===== src/rtl/mem_wb_stage_pkg.sv =====
// Shared definitions for the MEM/WB pipeline stage.
//   XLEN    : default datapath width of the writeback operands
//   REG_AW  : default register-file address width
//   CNT_W   : default width of the load-stall counter
//   state_e : stage state, IDLE (ready for a new instruction) or
//             WAIT (a load is outstanding at the data memory)
package mem_wb_stage_pkg;

  localparam int XLEN   = 64;
  localparam int REG_AW = 5;
  localparam int CNT_W  = 32;

  typedef enum logic {
    IDLE = 1'b0,
    WAIT = 1'b1
  } state_e;

endpackage


===== src/rtl/mem_wb_stage_sat_counter.sv =====
// Saturating up-counter.
//   clk     : rising-edge clock
//   reset   : asynchronous active-high reset, clears the count
//   clear_i : synchronous clear, takes priority over inc_i
//   inc_i   : add one this cycle unless already at all-ones
//   count_o : registered count value
module sat_counter #(
  parameter int W = 32
) (
  input  logic         clk,
  input  logic         reset,
  input  logic         clear_i,
  input  logic         inc_i,
  output logic [W-1:0] count_o
);

  logic [W-1:0] count_q;
  logic [W-1:0] count_d;

  // Next count: clear wins, then increment while not saturated.
  always_comb begin
    count_d = count_q;
    if (clear_i) begin
      count_d = {W{1'b0}};
    end else if (inc_i && (count_q != {W{1'b1}})) begin
      count_d = count_q + {{(W-1){1'b0}}, 1'b1};
    end else begin
      count_d = count_q;
    end
  end

  // Count register.
  always_ff @(posedge clk or posedge reset) begin
    if (reset) begin
      count_q <= {W{1'b0}};
    end else begin
      count_q <= count_d;
    end
  end

  assign count_o = count_q;

endmodule


===== src/rtl/mem_wb_stage.sv =====
// MEM/WB pipeline stage: registers the writeback operands (ALU result on
// wb_a, load data on wb_b), the select bit and the destination register,
// and holds off the MEM stage while a load waits for its read data.
//   clk, reset          : clock, asynchronous active-high reset
//   in_valid/in_ready   : MEM-stage handshake (in_ready only in IDLE)
//   in_alu_result, in_rd, in_reg_write, in_mem_to_reg : incoming instruction
//   flush               : kills the incoming or outstanding instruction
//   dmem_rvalid/rdata   : data-memory read response
//   wb_valid            : one-cycle pulse, writeback operands are valid
//   wb_a, wb_b, wb_sel  : writeback select operands and select
//   wb_rd, wb_we        : register-file destination and write enable
//   stall_cnt           : saturating count of cycles spent waiting for loads
module mem_wb_stage
  import mem_wb_stage_pkg::*;
#(
  parameter int XLEN   = mem_wb_stage_pkg::XLEN,
  parameter int REG_AW = mem_wb_stage_pkg::REG_AW,
  parameter int CNT_W  = mem_wb_stage_pkg::CNT_W
) (
  input  logic              clk,
  input  logic              reset,
  input  logic              in_valid,
  output logic              in_ready,
  input  logic [XLEN-1:0]   in_alu_result,
  input  logic [REG_AW-1:0] in_rd,
  input  logic              in_reg_write,
  input  logic              in_mem_to_reg,
  input  logic              flush,
  input  logic              dmem_rvalid,
  input  logic [XLEN-1:0]   dmem_rdata,
  output logic              wb_valid,
  output logic [XLEN-1:0]   wb_a,
  output logic [XLEN-1:0]   wb_b,
  output logic              wb_sel,
  output logic [REG_AW-1:0] wb_rd,
  output logic              wb_we,
  output logic [CNT_W-1:0]  stall_cnt
);

  state_e            state_q, state_d;
  logic              wb_valid_q, wb_valid_d;
  logic              wb_we_q, wb_we_d;
  logic [XLEN-1:0]   wb_a_q, wb_a_d;
  logic [XLEN-1:0]   wb_b_q, wb_b_d;
  logic              wb_sel_q, wb_sel_d;
  logic [REG_AW-1:0] wb_rd_q, wb_rd_d;
  logic              reg_write_q, reg_write_d;
  logic              accept_s;
  logic              stall_inc_s;

  assign in_ready = (state_q == IDLE);
  assign accept_s = in_valid & in_ready & ~flush;

  // Next state and next writeback operands.
  always_comb begin
    state_d     = state_q;
    wb_valid_d  = 1'b0;
    wb_we_d     = 1'b0;
    wb_a_d      = wb_a_q;
    wb_b_d      = wb_b_q;
    wb_sel_d    = wb_sel_q;
    wb_rd_d     = wb_rd_q;
    reg_write_d = reg_write_q;
    stall_inc_s = 1'b0;
    case (state_q)
      IDLE: begin
        // A response arriving here belongs to nothing and is ignored.
        if (accept_s) begin
          wb_a_d      = in_alu_result;
          wb_rd_d     = in_rd;
          reg_write_d = in_reg_write;
          wb_sel_d    = in_mem_to_reg;
          if (in_mem_to_reg) begin
            state_d = WAIT;
          end else begin
            wb_valid_d = 1'b1;
            wb_we_d    = in_reg_write & (in_rd != {REG_AW{1'b0}});
          end
        end else begin
          state_d = IDLE;
        end
      end
      WAIT: begin
        if (flush) begin
          // Drops the load, including any response in this same cycle.
          state_d     = IDLE;
          stall_inc_s = 1'b1;
        end else if (dmem_rvalid) begin
          wb_b_d     = dmem_rdata;
          wb_valid_d = 1'b1;
          wb_we_d    = reg_write_q & (wb_rd_q != {REG_AW{1'b0}});
          state_d    = IDLE;
        end else begin
          stall_inc_s = 1'b1;
        end
      end
      default: begin
        state_d = IDLE;
      end
    endcase
  end

  // Stage registers.
  always_ff @(posedge clk or posedge reset) begin
    if (reset) begin
      state_q     <= IDLE;
      wb_valid_q  <= 1'b0;
      wb_we_q     <= 1'b0;
      wb_a_q      <= {XLEN{1'b0}};
      wb_b_q      <= {XLEN{1'b0}};
      wb_sel_q    <= 1'b0;
      wb_rd_q     <= {REG_AW{1'b0}};
      reg_write_q <= 1'b0;
    end else begin
      state_q     <= state_d;
      wb_valid_q  <= wb_valid_d;
      wb_we_q     <= wb_we_d;
      wb_a_q      <= wb_a_d;
      wb_b_q      <= wb_b_d;
      wb_sel_q    <= wb_sel_d;
      wb_rd_q     <= wb_rd_d;
      reg_write_q <= reg_write_d;
    end
  end

  sat_counter #(
    .W (CNT_W)
  ) u_stall_cnt (
    .clk     (clk),
    .reset   (reset),
    .clear_i (1'b0),
    .inc_i   (stall_inc_s),
    .count_o (stall_cnt)
  );

  assign wb_valid = wb_valid_q;
  assign wb_we    = wb_we_q;
  assign wb_a     = wb_a_q;
  assign wb_b     = wb_b_q;
  assign wb_sel   = wb_sel_q;
  assign wb_rd    = wb_rd_q;

endmodule


===== config.mk =====
export PLATFORM = sky130hd
export DESIGN_NAME = mem_wb_stage
export DESIGN_NICKNAME = d
export VERILOG_FILES = /design/src/rtl/mem_wb_stage_pkg.sv /design/src/rtl/mem_wb_stage_sat_counter.sv /design/src/rtl/mem_wb_stage.sv
export SDC_FILE = /design/constraint.sdc
export NUM_CORES = 1
export LEC_CHECK = 0
export BUFFER_PORTS_ARGS = -buffer_cell sky130_fd_sc_hd__buf_2
export CORE_ASPECT_RATIO = 0.8
export CORE_MARGIN = 4
export CORE_UTILIZATION = 35
export DETAILED_ROUTE_END_ITERATION = 16
export GPL_ROUTABILITY_DRIVEN = 0
export PLACE_DENSITY = 0.59
export SLEW_MARGIN = 15
export SYNTH_ARGS = -nofsm -noshare
export SYNTH_HDL_FRONTEND = slang
export SYNTH_SLANG_ARGS = --single-unit

===== constraint.sdc =====
create_clock -name clk -period 6.9 [get_ports clk]
set_clock_uncertainty 0.2 [all_clocks]
set_input_delay 0.345 -clock clk [delete_from_list [all_inputs] [get_ports clk]]
set_output_delay 0.345 -clock clk [all_outputs]
set_load 0.02 [all_outputs]

### Word level (Yosys, flattened, before mapping)

Index checks and enable logic that the tools add are counted.

* register bits after elaboration: 170
* input bits: 140
* logic and storage cells: 39

* add/sub/neg operators: 1
* equality and inequality tests: 1
* muxes and demuxes: 17
* bitwise operators: 6
* reductions and logical operators: 5

Operator list (number)
* $add 32x1->32 const B: 1
* $ne 32x32->1 const B: 1
* $mux 1: 14
* $reduce_bool 5->1: 2
* $pmux 1 s2: 3
* $and 1x1->1: 4
* $reduce_and 3->1: 1
* $not 1->1: 2
* $reduce_and 2->1: 1
* $logic_and 1x1->1: 1

### Longest topological paths before layout

Gate-level depths: netlist (run 1).

* word-level depth: 5
* gate-level depth with buffers: 7

### Cells and area by module

Synthesis (run 1) repeated with hierarchy kept, for this count alone.

* cells, all modules: 494
* area total of the unflattened synthesis: 7100.6 um2

By module, submodules not included
* mem_wb_stage: times used 1, cells each 308, area each 5360.1 um2
* sat_counter: times used 1, cells each 186, area each 1740.4 um2

### Worst setup path after synthesis (run 1)

OpenSTA, ideal clock, no wires.

* path kind: reg2reg
* start: reg u_stall_cnt.count_q[0] (netlist: u_stall_cnt.count_o[0])
* end: reg u_stall_cnt.count_q[28] (netlist: u_stall_cnt.count_o[28])
* setup time: 0.129 ns
* arrival: 1.765 ns
* data required time: 6.571 ns
* setup slack: 4.806 ns
* stages on the path, launching flop included: 7
* path buffers: 0
* clock period less this slack: 2.094 ns
* path through: dfrtp_1 -> ha_1 -> nand3_1 -> or2_1 -> nor4_2 -> nand4_1 -> xnor2_1

* cells in the longest elaborated chain, start to end: 2
* elaborated cells between the ends (all ways): 3

RTL lines
* start, declared: line mem_wb_stage_sat_counter.sv:17 `logic [W-1:0] count_q;`
* start signal, assigned: line mem_wb_stage_sat_counter.sv:35 `count_q <= {W{1'b0}};`
* start signal, assigned: line mem_wb_stage_sat_counter.sv:37 `count_q <= count_d;`
* branches (longest 2 deep; another with $add 32x1->32)

Parallel ways; which one is timed is not known.
A chain may end at the register's enable or synchronous reset.

### Final worst setup path (run 1)

* start: in flush
* end: reg wb_we_q (netlist: wb_we)

* cells in the longest elaborated chain, start to end: 4
* elaborated cells between the ends (all ways): 5

RTL lines
* start, declared: line mem_wb_stage.sv:28 `input logic flush,`
* $not 1->1 (no source line)
* $and 1x1->1: line mem_wb_stage.sv:52 `assign accept_s = in_valid & in_ready & ~flush;`
* $mux 1: line mem_wb_stage.sv:68 `if (accept_s) begin`
* $pmux 1 s2 *: line mem_wb_stage.sv:65 `case (state_q)`
* named net wb_we_d: line mem_wb_stage.sv:42 `logic wb_we_q, wb_we_d;`
* end signal, assigned: line mem_wb_stage.sv:117 `wb_we_q <= wb_we_d;`
* end, declared: line mem_wb_stage.sv:42

The timed path passes the listed nets; every way through them passes the cells marked *.

==> out/qor.csv, run 1 <==
metric,value,unit
status,"complete, no violations",
r2r-end,wb_we,
drc_errors,0,
clockRootBuffer,clkbuf_16,
yosysMostFrequentCell,nand2_1,
synthCells,582,
synth_top_area_share,63.4,%
coreArea,18500,um2
yosys.area.top_type,dfrtp_1,
seqCellArea,4250,um2
cp-end-kind,register,
ant_nets,0,
numCtsBuffers,17,
syn_area_per_cell,11.5,um2
grt.total_usage,18.6,%
dieArea,21500,um2
max_slew_margin,35.1,%
critical_path_required,7050,ps
critical_path_class,in2reg,
fin_ws,4150,ps
globalRoute.totalOverflow,0,
ys_seq_area_share,63.4,%
layout.nets,1166,
syn_to_final_growth,56.6,%
ioPinCount,309,
p_per_area,293,nW/um2
syn-num-nets,723,
start_util,36.3,%
place_inst,1122,
cp-start-kind,primary input,
drt_pass1_iterations,5,
vdd_drop_max,164,uV
wirelength,20200,um
post_dp_cell_area,8500,um2
fin_setup_tns,0,ps
fp-row-count,44,
antenna_cells,0,
drive_gt1_share,40.9,%
p_total,3.08,mW
p_leak,5.40,nW
drv_slew,0,
holdWs,61.9,ps
cts.clk_slew.worst_paths,60,ps
reg2regPathDepth,6,
final-setup-viol-count,0,
crit_fanout,65,
synth-main-ff-cell,dfrtp_1,
rrSetupSlack,4390,ps
synth.distinct_cells,32,
finalCritPeriodShare,39.9,%
drtIter0Drc,334,
avgRoutedWirePerCell,15.7,um
fmaxAchievable,364,MHz
grt_max_degree,99,
syn_area,6710,um2
hpwlAfterDp,13200,um
timing.rr.start,state_q,
cts.sinks,170,
num-fill-cells,1542,
cts_buffer_depth,2,
finalHoldViolCount,0,
ys_warn_count,0,
clock_latency,420,ps
fin_util,56.8,%
crit_end,wb_we,
drv_cap,0,
cp.arrival,2900,ps
die_h,132,um
worst_slew_pin_slew,973,ps
final_cell_count_no_fill,1290,
multi_input_area,2340,um2
port_buffers,308,
viasPerCell,4.53,
cts_tree,done,
grt_pass1_vias,6026,
async_flop_share,100,%
antenna_found_initial,0,
synthTopCellsByArea,"dfrtp_1 (63%), mux2_2 (12%), nand2_1 (12%)",
dpl_worst_slack,4250,ps
synth-edff-count,0,
vias,5842,
rsz0062_at_grt,no,
die_x,163,um
ys_ff_latch,170,
yosys-top-cells-count,"nand2_1 (207), dfrtp_1 (170), mux2_2 (73)",
startpoint,flush,
grt_pass1_wl,32000,um
cts_max_level,4,
design_area,10500,um2
hold_class,in2reg,
period_needed,2750,ps
[critical path, stage by stage]
cell and delay (ps):
dlygate4sd3_1 540, buf_2 150, nor2b_1 170, nand2_2 60, buf_4 320, inv_2 570, buf_4 440, o211ai_1 140
nand2_1 80
[sequential cells by signal, summed over array words and instances (netlist names)]
| name | cells |
|---|---|
| wb_a | 64 |
| u_stall_cnt.count_o | 32 |
| reg_write_q | 1 |
| wb_rd | 5 |
| wb_b | 64 |
| state_q | 1 |
| wb_valid | 1 |
| wb_we | 1 |
| wb_sel | 1 |
[layer usage]
layer	GRT usage (%)	share of wire [%]
met1	24.0	43
met2	30.3	47
met3	5.66	8.4
met4	5.45	1.6
met5	0	0
[worst min-delay path by stage]
stage	from	endpoint	slack, ps	depth (start not counted)
2_1_floorplan	flush	state_q	210	1
3_3_place_gp	wb_b[22]	wb_b[22]	250	2
3_5_place_dp	wb_b[36]	wb_b[36]	260	2
4_1_cts	in_mem_to_reg	wb_sel	50	2
5_1_grt	in_mem_to_reg	wb_sel	70	2
6_report	in_mem_to_reg	wb_sel	60	2
[cell families after synthesis]
logic type,Yosys count,synth area share (%)
AND/OR/NAND/NOR,273,17.8
adder cells (fa/ha/maj),1,0.187
multiplexers,73,12.3
XOR/XNOR,29,3.79
buffers and inverters,29,1.79
flip-flops,170,63.4
AO/OA/AOI/OAI,7,0.765
[repair_timing]
| item | in CTS | in global routing |
|---|---|---|
| gates resized for setup | 0 | 0 |
| hold buffers | 137 | 0 |
| endpoints found under the setup margin | 0 | 0 |
| endpoints found under the hold margin | 233 | 0 |
| setup buffers | 0 | 0 |
[layout make-up]
| class | instances | share of cell area, % |
|---|---|---|
| sequential | 170 | 40.5 |
| timing repair buffer | 449 | 28.0 |
| multi-input combinational | 383 | 22.3 |
| clock buffer | 18 | 4.18 |
| tap | 253 | 3.01 |
| clock inverter | 13 | 1.81 |
| inverter | 4 | 0.191 |
[cells in the final DEF (no fill, tap or decap), types with 2 or more instances in the layout]
cell             n
a211oi_1         2
a31oi_1          2
and3_1           5
and4_1           3
buf_2          308
buf_4            4
bufinv_16        4
clkbuf_16       17
clkinvlp_4       4
dfrtp_1        170
dlygate4sd3_1  137
inv_1            2
inv_6            5
mux2_2          73
nand2_1        206
nand3_1         17
nand4_1         10
nor2_1          10
nor3_1           7
nor4_2           2
or3_1            2
or4_1            2
xnor2_1         18
xor2_1          11
[where the power goes]
part	total (mW)	internal, mW	switching [mW]
combinational	0.768	0.310	0.458
clock	1.03	0.618	0.408
sequential	1.29	1.18	0.113
No activity file was read; power rests on OpenSTA's default activity.
==> run 2, diff against run 1 <==
- ABC_AREA: not set -> 1
- PLACE_DENSITY: 0.59 -> 0.6
- clock period: 6.9 -> 2.45 ns (I/O delays scaled with it)
==> out/qor.csv, run 2 <==
metric,value,unit,change
status,"complete, no violations",,unchanged
clockRootBuffer,clkbuf_16,,unchanged
p_total,8.27,mW,was 3.08 mW
synth-main-ff-cell,dfrtp_1,,unchanged
rsz0062_at_grt,no,,unchanged
syn_area_per_cell,7.95,um2,was 11.5 um2
numCtsBuffers,17,,unchanged
fin_setup_tns,0,ps,unchanged
fmaxAchievable,499,MHz,
final-setup-viol-count,0,,unchanged
grt_max_degree,103,,was 99
final_common_cell,nand2_1,,was buf_2
worst_slew_pin_slew,763,ps,was 973 ps
coreArea,20700,um2,was 18500 um2
cts_tree,done,,unchanged
drive_gt1_share,26.3,%,was 40.9%
layout.nets,1520,,was 1166
critical_path_required,2560,ps,was 7050 ps
min_from,flush,,was in_mem_to_reg
synth-edff-count,0,,unchanged
drtIter0Drc,524,,was 334
viasPerCell,4.47,,was 4.53
finalCritPeriodShare,81.8,%,
critical_path_class,reg2reg,,was in2reg
multi_input_area,2860,um2,was 2340 um2
synthCells,929,,was 582
post_cts_buffers,0,,unchanged
period_needed,2000,ps,
vias,7429,,was 5842
num-fill-cells,1899,,was 1542
grt_pass1_wl,37300,um,was 32000 um
reg2regPathDepth,10,,was 6
die_x,170,um,was 163 um
hold_depth,7,,was 2
clock_latency,420,ps,about the same
syn-num-nets,1070,,was 723
hpwlAfterDp,16000,um,was 13200 um
antenna_found_initial,1,,was 0
drc_errors,0,,unchanged
max_slew_margin,49.1,%,was 35.1%
cp-start-kind,register,,was primary input
drv_cap,0,,unchanged
cp.arrival,2110,ps,was 2900 ps
p_per_area,733,nW/um2,was 293 nW/um2
synthTopCellsByArea,"dfrtp_1 (58%), nand2_1 (29%), nor2_1 (2.4%)",,"was dfrtp_1 (63%), mux2_2 (12%), nand2_1 (12%)"
holdWs,182,ps,was 61.9 ps
synth.distinct_cells,27,,was 32
ys_ff_latch,170,,unchanged
holdPathEnd,wb_b[49],,was wb_sel
grt_pass1_vias,7345,,was 6026
cp-end-kind,register,,unchanged
syn_to_final_growth,52.9,%,was 56.6%
vdd_drop_max,395,uV,was 164 uV
ioPinCount,309,,unchanged
die_h,138,um,was 132 um
fp-row-count,47,,was 44
syn_area,7390,um2,was 6710 um2
cts_buffer_depth,2,,unchanged
ant_nets,0,,unchanged
finalHoldViolCount,0,,unchanged
port_buffers,308,,unchanged
cts_max_level,4,,unchanged
ys_seq_area_share,57.6,%,was 63.4%
p_leak,6.20,nW,was 5.40 nW
rrSetupSlack,450,ps,was 4390 ps
start_util,35.7,%,was 36.3%
layout_common_cells,"nand2_1 (576), buf_2 (308), dfrtp_1 (170), dlygate4sd3_1 (150), nor2_1 (47)",,"was buf_2 (308), nand2_1 (206), dfrtp_1 (170), dlygate4sd3_1 (137), mux2_2 (73)"
crit_fanout,5,,was 65
cts.clk_slew.worst_paths,80,ps,was 60 ps
hold_class,in2reg,,unchanged
drv_slew,0,,unchanged
synth_top_area_share,57.6,%,was 63.4%
drt_pass1_iterations,5,,unchanged
wirelength,23800,um,was 20200 um
globalRoute.totalOverflow,0,,unchanged
yosys-top-cells-count,"nand2_1 (576), dfrtp_1 (170), nor2_1 (48)",,"was nand2_1 (207), dfrtp_1 (170), mux2_2 (73)"
avgRoutedWirePerCell,14.3,um,was 15.7 um
async_flop_share,100,%,unchanged
r2r-end,u_stall_cnt.count_o[30],,was wb_we
yosys.area.top_type,dfrtp_1,,unchanged
yosysMostFrequentCell,nand2_1,,unchanged
cts.sinks,170,,unchanged
seqCellArea,4250,um2,unchanged
dieArea,23500,um2,was 21500 um2
grt.total_usage,19.7,%,was 18.6%
ys_warn_count,0,,unchanged
timing.rr.start,u_stall_cnt.count_o[0],,was state_q
[run 2: cell types whose count changed in the layout (fill, tap and decap cells not counted), sizes merged, moves of 8 or more]
cell	previous run	this run
inv	8	39
mux2	73	0
nor2	10	55
nand3b	0	9
nand2	207	579
xnor2	18	8
o21ai	0	8
dlygate4sd3	137	150
nand4	10	0
[run 2: final cells by class]
cell class,instances,area share [%]
Multi-Input combinational cell,693,25.3
Inverter,32,1.10
Sequential cell,170,37.7
Timing Repair Buffer,465,27.8
Tap cell,269,2.98
Clock buffer,17,3.77
Clock inverter,15,1.33
Antenna cell,1,0.0222
[run 2: repair_timing]
item | 4_1_cts | 5_1_grt
endpoints found under the setup margin | 0 | 3
hold endpoints to repair | 308 | 0
hold buffers | 150 | 0
resized for setup | 0 | 1
[run 2: cell families (layout without fill, tap and decap cells)]
logic type | after synthesis | in the layout | share of synthesized area, %
AO/OA/AOI/OAI | 10 | 10 | 0.813
XOR/XNOR | 12 | 12 | 1.42
adder cells (fa/ha/maj) | 1 | 1 | 0.169
buffers and inverters | 66 | 529 | 4.00
flip-flops | 170 | 170 | 57.6
other | 0 | 1 | 0
AND/OR/NAND/NOR | 670 | 670 | 36.0
[run 2: power by group]
group          internal, mW  switching (mW)
Combinational         0.777            1.31
Clock                  1.36            1.27
Sequential             3.27           0.284
Total                  5.41            2.87
[run 2: worst max path at each step]
| stage | from | to |
|---|---|---|
| 2_1_floorplan | reset | reg_write_q |
| 3_3_place_gp | u_stall_cnt.count_o[0] | u_stall_cnt.count_o[5] |
| 3_5_place_dp | u_stall_cnt.count_o[0] | u_stall_cnt.count_o[0] |
| 4_1_cts | u_stall_cnt.count_o[0] | u_stall_cnt.count_o[0] |
| 5_1_grt | u_stall_cnt.count_o[0] | u_stall_cnt.count_o[30] |
| 6_report | u_stall_cnt.count_o[0] | u_stall_cnt.count_o[30] |
[run 2: metrics by stage]
step | worst slack, ps | utilization [%] | instances | cell area, um2
floorplan | -41.2 | - | 929 | 7390
global placement | 220 | 44.5 | 1479 | 9210
detailed placement | 181 | 44.5 | 1479 | 9210
CTS | 156 | 54.5 | 1661 | 11300
global route | 257 | 54.6 | 1662 | 11300
finish | 445 | 54.6 | 1662 | 11300
[run 2: layer usage]
layer / share of wire [%] / routed length [um] / track usage, % / vias to the layer above
li1: - / - / - / 3706
met1: 43 / 10300 / 25.8 / 3469
met2: 49 / 11700 / 32.9 / 227
met3: 5.8 / 1390 / 4.99 / 27
met4: 1.5 / 366 / 4.83 / 0
met5: 0 / 0 / 0 / -
[run 2: worst max-delay path: stages (launching register included)]
cell	delay, ps
dfrtp_1	410
ha_1	230
inv_1	80
nor2_4	170
nand2_1	100
nor2_1	260
nand2_1	100
nor2_1	160
nand2_1	70
nand2_1	60
nand2_1	40
